[config.mk]
export PLATFORM = sky130hd
export DESIGN_NAME = ct_iu_div_reuse_ctrl
export DESIGN_NICKNAME = d
export VERILOG_FILES = /design/src/rtl/ct_iu_div_pkg.sv /design/src/rtl/ct_iu_div_reuse_cmp.sv /design/src/rtl/ct_iu_div_reuse_ctrl.sv
export SDC_FILE = /design/constraint.sdc
export NUM_CORES = 1
export LEC_CHECK = 0
export BUFFER_PORTS_ARGS = -buffer_cell sky130_fd_sc_hd__buf_2
export CAP_MARGIN = 15
export CORE_AREA = 2 2 490 492
export CTS_CLUSTER_SIZE = 40
export DETAILED_ROUTE_END_ITERATION = 8
export DIE_AREA = 0 0 492 494
export GPL_ROUTABILITY_DRIVEN = 0
export PLACE_DENSITY = 0.3
export SLEW_MARGIN = 20
export SYNTH_ARGS = -nofsm -noshare
export SYNTH_HDL_FRONTEND = slang
export SYNTH_HIERARCHICAL = 1
export SYNTH_SLANG_ARGS = --single-unit
[constraint.sdc]
create_clock -name div_clk -period 2.34 [get_ports div_clk]
set_clock_uncertainty 0.15 [all_clocks]
set_input_delay 0.234 -clock div_clk [delete_from_list [all_inputs] [get_ports div_clk]]
set_output_delay 0.234 -clock div_clk [all_outputs]
set_load 0.005 [all_outputs]
[src/rtl/ct_iu_div_pkg.sv]
// Shared definitions for the IU divide-result reuse controller: FSM encoding,
// reuse-entry field layout and entry width.
package ct_iu_div_pkg;

   localparam int unsigned DIV_XLEN = 64;

   // Entry layout: {word, signed, rem, quot, divisor, dividend}
   localparam int unsigned WORD_BIT = 4 * DIV_XLEN + 1;
   localparam int unsigned SIGN_BIT = 4 * DIV_XLEN;
   localparam int unsigned REM_LSB  = 3 * DIV_XLEN;
   localparam int unsigned QUOT_LSB = 2 * DIV_XLEN;
   localparam int unsigned DVSR_LSB = DIV_XLEN;
   localparam int unsigned DVND_LSB = 0;

   function automatic int unsigned entry_w(input int unsigned xlen);
      return 2 + 4 * xlen;
   endfunction

   localparam int unsigned DIV_ENTRY_W = entry_w(DIV_XLEN);

   typedef enum logic [1:0] {
      StIdle = 2'd0,
      StCmp  = 2'd1,
      StDiv  = 2'd2,
      StResp = 2'd3
   } div_state_e;

endpackage

[src/rtl/ct_iu_div_reuse_cmp.sv]
// Single-entry comparator: reports whether a reuse entry holds the result for the
// given operands and mode.
module ct_iu_div_reuse_cmp
   import ct_iu_div_pkg::*;
#(
   parameter int unsigned XLEN    = DIV_XLEN,
   parameter int unsigned ENTRY_W = DIV_ENTRY_W
) (
   input  logic [ENTRY_W-1:0] entry_data,
   input  logic [XLEN-1:0]    src0,
   input  logic [XLEN-1:0]    src1,
   input  logic               op_signed,
   input  logic               op_word,
   output logic               hit
);

   // Result fields are muxed by the controller, not compared here.
   logic unused_fields;
   assign unused_fields = ^entry_data[QUOT_LSB +: 2*XLEN];

   assign hit = (entry_data[WORD_BIT] == op_word)
             && (entry_data[SIGN_BIT] == op_signed)
             && (entry_data[DVSR_LSB +: XLEN] == src1)
             && (entry_data[DVND_LSB +: XLEN] == src0);

endmodule

[src/rtl/ct_iu_div_reuse_ctrl.sv]
// Divide sequencer in front of a two-entry result reuse buffer and the iterative core.
// Define CT_IU_DIV_REUSE_EN to build the entry comparators and buffer update path.
module ct_iu_div_reuse_ctrl
   import ct_iu_div_pkg::*;
#(
   parameter int unsigned XLEN    = DIV_XLEN,
   parameter int unsigned IID_W   = 7,
   parameter int unsigned ENTRY_W = entry_w(XLEN)
) (
   input  logic               div_clk,
   input  logic               cpurst_b,
   input  logic               req_vld,
   output logic               req_rdy,
   input  logic [XLEN-1:0]    req_src0,
   input  logic [XLEN-1:0]    req_src1,
   input  logic               req_signed,
   input  logic               req_word,
   input  logic               req_rem,
   input  logic [IID_W-1:0]   req_iid,
   input  logic               rtu_flush,
   input  logic               cp0_iu_div_entry_disable,
   input  logic [ENTRY_W-1:0] div_entry0_read_data,
   input  logic [ENTRY_W-1:0] div_entry1_read_data,
   output logic               div_entry0_read_vld,
   output logic               div_entry1_read_vld,
   output logic               div_entry_write_en,
   output logic [ENTRY_W-1:0] div_entry_write_data,
   output logic               core_start,
   output logic [XLEN-1:0]    core_src0,
   output logic [XLEN-1:0]    core_src1,
   output logic               core_signed,
   output logic               core_word,
   output logic               core_kill,
   input  logic               core_done,
   input  logic [XLEN-1:0]    core_quot,
   input  logic [XLEN-1:0]    core_rem,
   output logic               rslt_vld,
   output logic [XLEN-1:0]    rslt_data,
   output logic [IID_W-1:0]   rslt_iid
);

   div_state_e       state_q, state_d;
   logic [XLEN-1:0]  src0_q, src1_q, rslt_q, rslt_d;
   logic             signed_q, word_q, rem_q;
   logic [IID_W-1:0] iid_q;
   logic             hit0, hit1;
   logic [XLEN-1:0]  hit_rem, hit_quot;

   // Word results are sign-extended from bit 31 regardless of signedness.
   function automatic logic [XLEN-1:0] fmt_rslt(input logic [XLEN-1:0] val, input logic word);
      return word ? {{(XLEN-32){val[31]}}, val[31:0]} : val;
   endfunction

`ifdef CT_IU_DIV_REUSE_EN
   localparam bit ReuseEn = 1'b1;
   logic cmp_hit0, cmp_hit1;

   ct_iu_div_reuse_cmp #(.XLEN(XLEN), .ENTRY_W(ENTRY_W)) u_cmp0 (
      .entry_data (div_entry0_read_data),
      .src0       (src0_q),
      .src1       (src1_q),
      .op_signed  (signed_q),
      .op_word    (word_q),
      .hit        (cmp_hit0)
   );

   ct_iu_div_reuse_cmp #(.XLEN(XLEN), .ENTRY_W(ENTRY_W)) u_cmp1 (
      .entry_data (div_entry1_read_data),
      .src0       (src0_q),
      .src1       (src1_q),
      .op_signed  (signed_q),
      .op_word    (word_q),
      .hit        (cmp_hit1)
   );

   // Entry0 takes priority when both entries match.
   assign hit0     = cmp_hit0 & ~cp0_iu_div_entry_disable;
   assign hit1     = cmp_hit1 & ~cmp_hit0 & ~cp0_iu_div_entry_disable;
   assign hit_rem  = hit0 ? div_entry0_read_data[REM_LSB +: XLEN]
                          : div_entry1_read_data[REM_LSB +: XLEN];
   assign hit_quot = hit0 ? div_entry0_read_data[QUOT_LSB +: XLEN]
                          : div_entry1_read_data[QUOT_LSB +: XLEN];
`else
   localparam bit ReuseEn = 1'b0;
   logic unused_entry;

   assign unused_entry = ^{div_entry0_read_data, div_entry1_read_data};
   assign hit0         = 1'b0;
   assign hit1         = 1'b0;
   assign hit_rem      = '0;
   assign hit_quot     = '0;
`endif

   always_comb begin
      state_d             = state_q;
      rslt_d              = rslt_q;
      div_entry0_read_vld = 1'b0;
      div_entry1_read_vld = 1'b0;
      div_entry_write_en  = 1'b0;
      core_start          = 1'b0;
      core_kill           = 1'b0;
      rslt_vld            = 1'b0;
      unique case (state_q)
         StIdle: begin
            if (req_vld) state_d = StCmp;
         end
         StCmp: begin
            if (rtu_flush) begin
               state_d = StIdle;
            end else if (hit0 || hit1) begin
               div_entry0_read_vld = hit0;
               div_entry1_read_vld = hit1;
               rslt_d              = fmt_rslt(rem_q ? hit_rem : hit_quot, word_q);
               state_d             = StResp;
            end else begin
               core_start = 1'b1;
               state_d    = StDiv;
            end
         end
         StDiv: begin
            if (rtu_flush) begin
               core_kill = 1'b1;
               state_d   = StIdle;
            end else if (core_done) begin
               div_entry_write_en = ReuseEn & ~cp0_iu_div_entry_disable;
               rslt_d             = fmt_rslt(rem_q ? core_rem : core_quot, word_q);
               state_d            = StResp;
            end
         end
         StResp: begin
            rslt_vld = ~rtu_flush;
            state_d  = StIdle;
         end
         default: state_d = StIdle;
      endcase
   end

   assign div_entry_write_data = div_entry_write_en
                               ? {word_q, signed_q, core_rem, core_quot, src1_q, src0_q} : '0;

   assign req_rdy     = (state_q == StIdle);
   assign core_src0   = src0_q;
   assign core_src1   = src1_q;
   assign core_signed = signed_q;
   assign core_word   = word_q;
   assign rslt_data   = rslt_q;
   assign rslt_iid    = iid_q;

   always_ff @(posedge div_clk or negedge cpurst_b) begin
      if (!cpurst_b) begin
         state_q  <= StIdle;
         src0_q   <= '0;
         src1_q   <= '0;
         signed_q <= 1'b0;
         word_q   <= 1'b0;
         rem_q    <= 1'b0;
         iid_q    <= '0;
         rslt_q   <= '0;
      end else begin
         state_q <= state_d;
         rslt_q  <= rslt_d;
         if (req_vld && req_rdy) begin
            src0_q   <= req_src0;
            src1_q   <= req_src1;
            signed_q <= req_signed;
            word_q   <= req_word;
            rem_q    <= req_rem;
            iid_q    <= req_iid;
         end
      end
   end

endmodule
# Word-level counts from Yosys, hierarchy flattened
# Index checks and enable logic that the tools add are counted.
# word_totals
output_inout_bits,466
reg_bits,204
elab_cells,30
# classes
n_eq_ne,5
reduce_logical,4
bitwise_logic,1
n_mux,12
# op_table
op,n
$mux W64,2
$mux W2,4
$pmux W2 S4,1
$mux W1,5
$eq A2 B2 Y1 const B,2
$ne A3 B3 Y1 const B,1
$reduce_and A3 Y1,1
$eq A2 B1 Y1 const B,1
$logic_not A2 Y1,1
$ne A2 B2 Y1 const B,1
$reduce_and A2 Y1,1
$logic_and A1 B1 Y1,1
$not A1 Y1,1

# Logic depth before layout (Yosys ltp)
# Gate-level depths: netlist of the first run.
# logic_depth
word_depth,3
depth_mapped,5
depth_no_buf,2

# Worst setup path after synthesis of the first run
# Ideal clock, no wire load.
# synth_timing
path_type,flip-flop to flip-flop
from,reg rem_q
to,"reg rslt_q[39], in the netlist rslt_data[39]"
t_arrival_ns,1.444
path_slack_ns,0.621
synth_period_minus_slack_ns,1.719
path_buffers,1
setup_ns,0.125
required_time_ns,2.065
stages_incl_launch_ff,4
cell_sequence,dfrtp_1 buf_2 mux4_1 mux2_4
# synth_via
elab_chain_len,2
# synth_rtl
item,line,text
"start, declared",ct_iu_div_reuse_ctrl.sv:44,"logic signed_q, word_q, rem_q;"
"start signal, assigned",ct_iu_div_reuse_ctrl.sv:167,rem_q <= req_rem;
$mux W64,ct_iu_div_reuse_ctrl.sv:126,"rslt_d = fmt_rslt(rem_q ? core_rem : core_quot, word_q);"
$mux W64,ct_iu_div_reuse_ctrl.sv:51,"return word ? {{(XLEN-32){val[31]}}, val[31:0]} : val;"
"end signal, assigned",ct_iu_div_reuse_ctrl.sv:161,rslt_q <= rslt_d;
"end, declared",ct_iu_div_reuse_ctrl.sv:43,"logic [XLEN-1:0] src0_q, src1_q, rslt_q, rslt_d;"
# No other way between the ends.
# A chain may end at the register's enable or synchronous reset.

# Worst setup path in the final report of the first run
# layout_timing
from,"reg word_q, in the netlist core_word"
to,out core_word
# layout_lines
item,line,text
"start, declared",ct_iu_div_reuse_ctrl.sv:44,
"start signal, assigned",ct_iu_div_reuse_ctrl.sv:166,word_q <= req_word;
"end, declared",ct_iu_div_reuse_ctrl.sv:32,"output logic core_word,"
# No word-level cell between the ends.

==> out/qor.yml, run 1 <==
yosysTopAreaCellShare: 0.461
grt_pass1_vias: 8556
path_buf_inv: 1
hpwlAfterDp_um: 58800
ys_ff_latch: 204
fin_crit_sh: 0.938
ioPinCount: 1254
fmax_ghz: 0.456
async_flop_share: 1.00
core_area_mm2: 0.237
cp_cell_sequence: "buf_2"
die_w_um: 492
placed_cells: 4405
power.density_mw_per_mm2: 1040
synth_most_common_cell: "buf_4"
clock_power_share: 0.266
synthTopCellsByCount: "buf_4, dfrtp_1, mux2_1"
root_buffer: "clkbuf_16"
rsz0062_at_grt: "false"
syn_avg_cell_area_um2: 14.2
pre_cts_ws_ns: 0.170
reg2regPathDepth: 3
syn-cell-area_mm2: 0.0111
insertion_delay_ns: 0.59
crit_type: "register to primary output"
drt_iter0_markers: 230
fin_tns_setup_ns: 0
cp.required_ns: 1.96
grt_pass1_wl_um: 87600
clk_pin_slew_worst_paths_ns: 0.06
start_util: 0.0467
antenna_found_initial: 52
slew_violations: 0
drc: 0
cp-start-kind: "register"
setup_viol: 0
cts_tree: "done"
r2r-end: "rslt_data[26]"
p_leak_nw: 8.37
holdPathEnd: "rslt_data[28]"
cp-startpoint: "core_word"
hold_viol_final: 0
maxSlewHeadroom: 0.387
wl_met1_um: 24400
r2r-start: "rem_q"
nets: 2331
setup_slack_ns: 0.145
rrSetupSlack_ns: 0.15
drv_cap: 0
status: "complete, no violations"
wl_met2_um: 33600
overflow: 0
cts_buffer_depth: 3
yosys-top-cells-area: "dfrtp_1, buf_4, mux2_1"
vias: 8409
wl_per_cell_um: 14.9
dr.pass1.iters: 4
slowest_delay_ns: 0.93
postCtsSetupBuffers: 0
ir_drop_mv: 0.550
cts.sinks: 204
critical_path.top_delay_family: "flip-flops"
final_cells: 4748
synth_warnings: 6
drive_gt1_frac: 0.437
ant_nets: 0
hp-class: "input pin to register"
cp_max_fo: 34
vias_per_cell: 1.77
track_usage: 0.0562
syn_to_final_growth_pct: 83.6
min_period_ns: 2.19
p_sw_w: 0.00822
numCtsBuffers: 36
worstHoldStart: "core_quot[28]"
worstSetupEndpointType: "primary output"
yosys.area.top_type: "dfrtp_1"
cts_max_level: 2
yosysSeqAreaShare: 0.461
synthCells: 783
combPwrFrac: 0.429
die_h_um: 494
port_buffers: 475
top_layer: "met5"
cp.arrival_ns: 1.81
timing.hold.ws_ns: 0.0376
seqPwrFrac: 0.305
route.final.wire_length_um: 70500
rows: 179
tightest_slew_ns: 0.920
cp_slowest_cell: "dfrtp_2"
internal_power_w: 0.0128
yosysUniqueCellTypes: 21
wl_met3_um: 9650
synth-edff-count: 0
grt_max_degree: 76
swShare: 0.390
worstHoldPathCells: 3
die-area_mm2: 0.243
cp.depth: 1
ys.flop_type: "dfrtp_1"
-- metal layers --
metal | vias to the layer above | global-route usage
li1 | 3730 | -
met3 | 118 | 0.0352
met2 | 537 | 0.0943
met1 | 3980 | 0.0558
met4 | 44 | 0.0215
met5 | - | 0
-- area by class of cell --
| type | count | area (µm²) |
|---|---|---|
| Multi-Input combinational cell | 538 | 4670 |
| Antenna cell | 14 | 35.0 |
| Clock inverter | 14 | 188 |
| Clock buffer | 48 | 997 |
| Timing Repair Buffer | 763 | 5380 |
| Tap cell | 3167 | 3960 |
| Fill cell | 27600 | 217000 |
| Sequential cell | 204 | 5110 |
-- worst max-delay path by stage --
| stage | end | slack, ns |
|---|---|---|
| after global routing | core_word | 0.05 |
| final | core_word | 0.15 |
| after CTS | core_word | 0.06 |
| after detailed placement | rslt_data[45] | 0.17 |
| after global placement | rslt_data[51] | 0.18 |
| after floorplan | rslt_data[39] | 0.62 |
-- power groups by stage --
stage / sequential (W) / combinational (W) / clock [W]
after floorplan: 0.00633 / 0.00381 / 0
after CTS: 0.00648 / 0.00985 / 0.00606
after global routing: 0.00672 / 0.0101 / 0.00613
after global placement: 0.00647 / 0.00944 / 0
final: 0.00642 / 0.00904 / 0.00560
after detailed placement: 0.00652 / 0.00938 / 0
-- metrics by stage --
| stage | instance area [µm²] | power, W | utilization |
|---|---|---|---|
| floorplan | 12100 | 0.0101 | - |
| global placement | 16500 | 0.0159 | 0.0693 |
| detailed placement | 16500 | 0.0159 | 0.0693 |
| CTS | 20300 | 0.0224 | 0.0856 |
| global route | 20300 | 0.0229 | 0.0856 |
| finish | 20300 | 0.0211 | 0.0857 |
-- sequential cells by signal, indices dropped and copies added (netlist names) --
register and count:
core_signed 1, core_src0 64, core_src1 64, core_word 1, rem_q 1, rslt_data 64, rslt_iid 7, state_q 2
-- cell families (layout without fill, tap and decap cells) --
family          Yosys count  in the layout  share of synthesized area
other cells               1            275                   0.000338
xor+xnor                  1              1                   0.000791
buf+inv                 301            825                      0.206
mux                     266            266                      0.325
flops                   204            204                      0.461
simple gates              9              9                    0.00644
compound gates            1              1                   0.000451
-- cell usage in the layout (no fill, tap or decap), types with 13 or more instances in the layout --
master / instances
clkbuf_16: 37
buf_2: 474
conb_1: 261
mux2_4: 60
mux4_2: 27
dfrtp_1: 202
mux2_2: 43
dlygate4sd3_1: 267
buf_12: 13
diode_2: 14
mux2_1: 131
-- repair_timing --
action / 4_1_cts / 5_1_grt
hold endpoints to repair: 407 / 0
hold buffers: 267 / 0
resized for setup: 0 / 0
Power figures use the tool's default switching activity.
==> inputs of run 2 (changes only) <==
Clock period 2.34 ns to 2.46 ns, I/O delays scaled along.
==> out/qor.yml, run 2 (synthesized netlist as in run 1, its figures left out) <==
cts_tree: "done"  # unchanged
cp.required_ns: 2.80  # was 1.96 ns
numCtsBuffers: 36  # unchanged
tightest_slew_ns: 0.915  # was 0.920 ns
cp_max_fo: 19  # was 34
ioPinCount: 1254  # unchanged
timing.hold.ws_ns: 0.0459  # was 0.0376 ns
fin_crit_sh: 0.919
cp.arrival_ns: 2.60  # was 1.81 ns
grt_max_degree: 57  # was 76
die_w_um: 492  # unchanged
setup_slack_ns: 0.199  # was 0.145 ns
layout_common_cells: "buf_2, dlygate4sd3_1, conb_1"  # unchanged
cts_buffer_depth: 3  # unchanged
total_power_w: 0.0199  # was 0.0211 W
hpwlAfterDp_um: 58800  # about the same
drt_iter0_markers: 239  # was 230
root_buffer: "clkbuf_16"  # unchanged
die_h_um: 494  # unchanged
grt_pass1_wl_um: 87200  # was 87600 µm
track_usage: 0.0561  # was 0.0562
fmax_ghz: 0.442
crit_type: "register to register"  # was register to primary output
overflow: 0  # unchanged
rows: 179  # unchanged
hold_viol_final: 0  # unchanged
drive_gt1_frac: 0.437  # about the same
wl_per_cell_um: 14.8  # was 14.9 µm
status: "complete, no violations"  # unchanged
power.density_mw_per_mm2: 982  # was 1040 mW/mm²
drc: 0  # unchanged
ir_drop_mv: 0.415  # was 0.550 mV
cts_hold_buf: 262  # was 267
postCtsSetupBuffers: 0  # unchanged
grt_pass1_vias: 8482  # was 8556
clk_pin_slew_worst_paths_ns: 0.06  # about the same
drv_cap: 0  # unchanged
core_area_mm2: 0.237  # unchanged
nets: 2326  # was 2331
pre_cts_ws_ns: 0.349  # was 0.170 ns
post_cts_resized: 0  # unchanged
vias_per_cell: 1.78  # was 1.77
final_common_cell: "buf_2"  # unchanged
slew_violations: 0  # unchanged
antenna_found_initial: 51  # was 52
maxSlewHeadroom: 0.390  # was 0.387
rsz0062_at_grt: "false"  # unchanged
hp-class: "input pin to register"  # unchanged
min_period_ns: 2.26
cts_max_level: 2  # unchanged
fin_tns_setup_ns: 0  # unchanged
cts.sinks: 204  # unchanged
syn_to_final_growth_pct: 82.8  # was 83.6%
port_buffers: 475  # unchanged
dr.pass1.iters: 4  # unchanged
die-area_mm2: 0.243  # unchanged
start_util: 0.0467  # unchanged
insertion_delay_ns: 0.59  # about the same
cp-start-kind: "register"  # unchanged
vias: 8463  # was 8409
p_leak_nw: 8.31  # was 8.37 nW
route.final.wire_length_um: 70400  # was 70500 µm
ant_nets: 0  # unchanged
final_util: 0.0853  # was 0.0857
setup_viol: 0  # unchanged
worstSetupEndpointType: "register"  # was primary output
run 2: cell types whose count changed in the layout (fill, tap and decap cells not counted):
cell | previous run | this run
clkinvlp_4 | 1 | 6
bufinv_16 | 4 | 2
diode_2 | 14 | 15
dlygate4sd3_1 | 267 | 265
clkbuf_1 | 8 | 7
buf_4 | 8 | 7
buf_12 | 13 | 11
run 2: worst paths after layout:
path | startpoint | slack [ns] | to | depth (start not counted)
max | rem_q | 0.20 | rslt_data[15] | 3
min | core_rem[25] | 0.05 | rslt_data[25] | 3
max reg2reg | rem_q | 0.20 | rslt_data[15] | 3
min reg2reg | core_src0[7] | 0.32 | core_src0[7] | 1
max in group asynchronous | cpurst_b | 0.97 | core_src0[37] | 4
min in group asynchronous | cpurst_b | 0.53 | rslt_iid[6] | 3
run 2: layout make-up:
class | count | area (µm²)
clock inverter | 17 | 165
antenna | 15 | 37.5
clock buffer | 47 | 993
timing repair buffer | 758 | 5310
fill | 27500 | 217000
tap | 3167 | 3960
sequential | 204 | 5110
multi-input combinational | 538 | 4670
run 2: metrics by stage:
step / area [µm²] / instances
detailed placement: 16400 / 4401
finish: 20300 / 4746
floorplan: 12100 / 1043
CTS: 20200 / 4727
global placement: 16400 / 4401
global route: 20200 / 4737
run 2: worst max-delay path: stages, from the launching register on:
cell,delay [ns]
dfrtp_4,0.65
mux2_2,0.42
dlygate4sd3_1,0.61
mux2_4,0.27
run 2: where the power goes:
part | internal, W | switching, W
Combinational | 0.00391 | 0.00474
Sequential | 0.00505 | 0.00103
Clock | 0.00306 | 0.00210
Total | 0.0120 | 0.00787
run 2: layer usage:
layer | track usage | vias up | wire length [µm]
met1 | 0.0553 | 4026 | 24200
met3 | 0.0365 | 126 | 9970
li1 | - | 3723 | -
met5 | 0 | - | 267
met2 | 0.0938 | 544 | 33700
met4 | 0.0208 | 44 | 2300
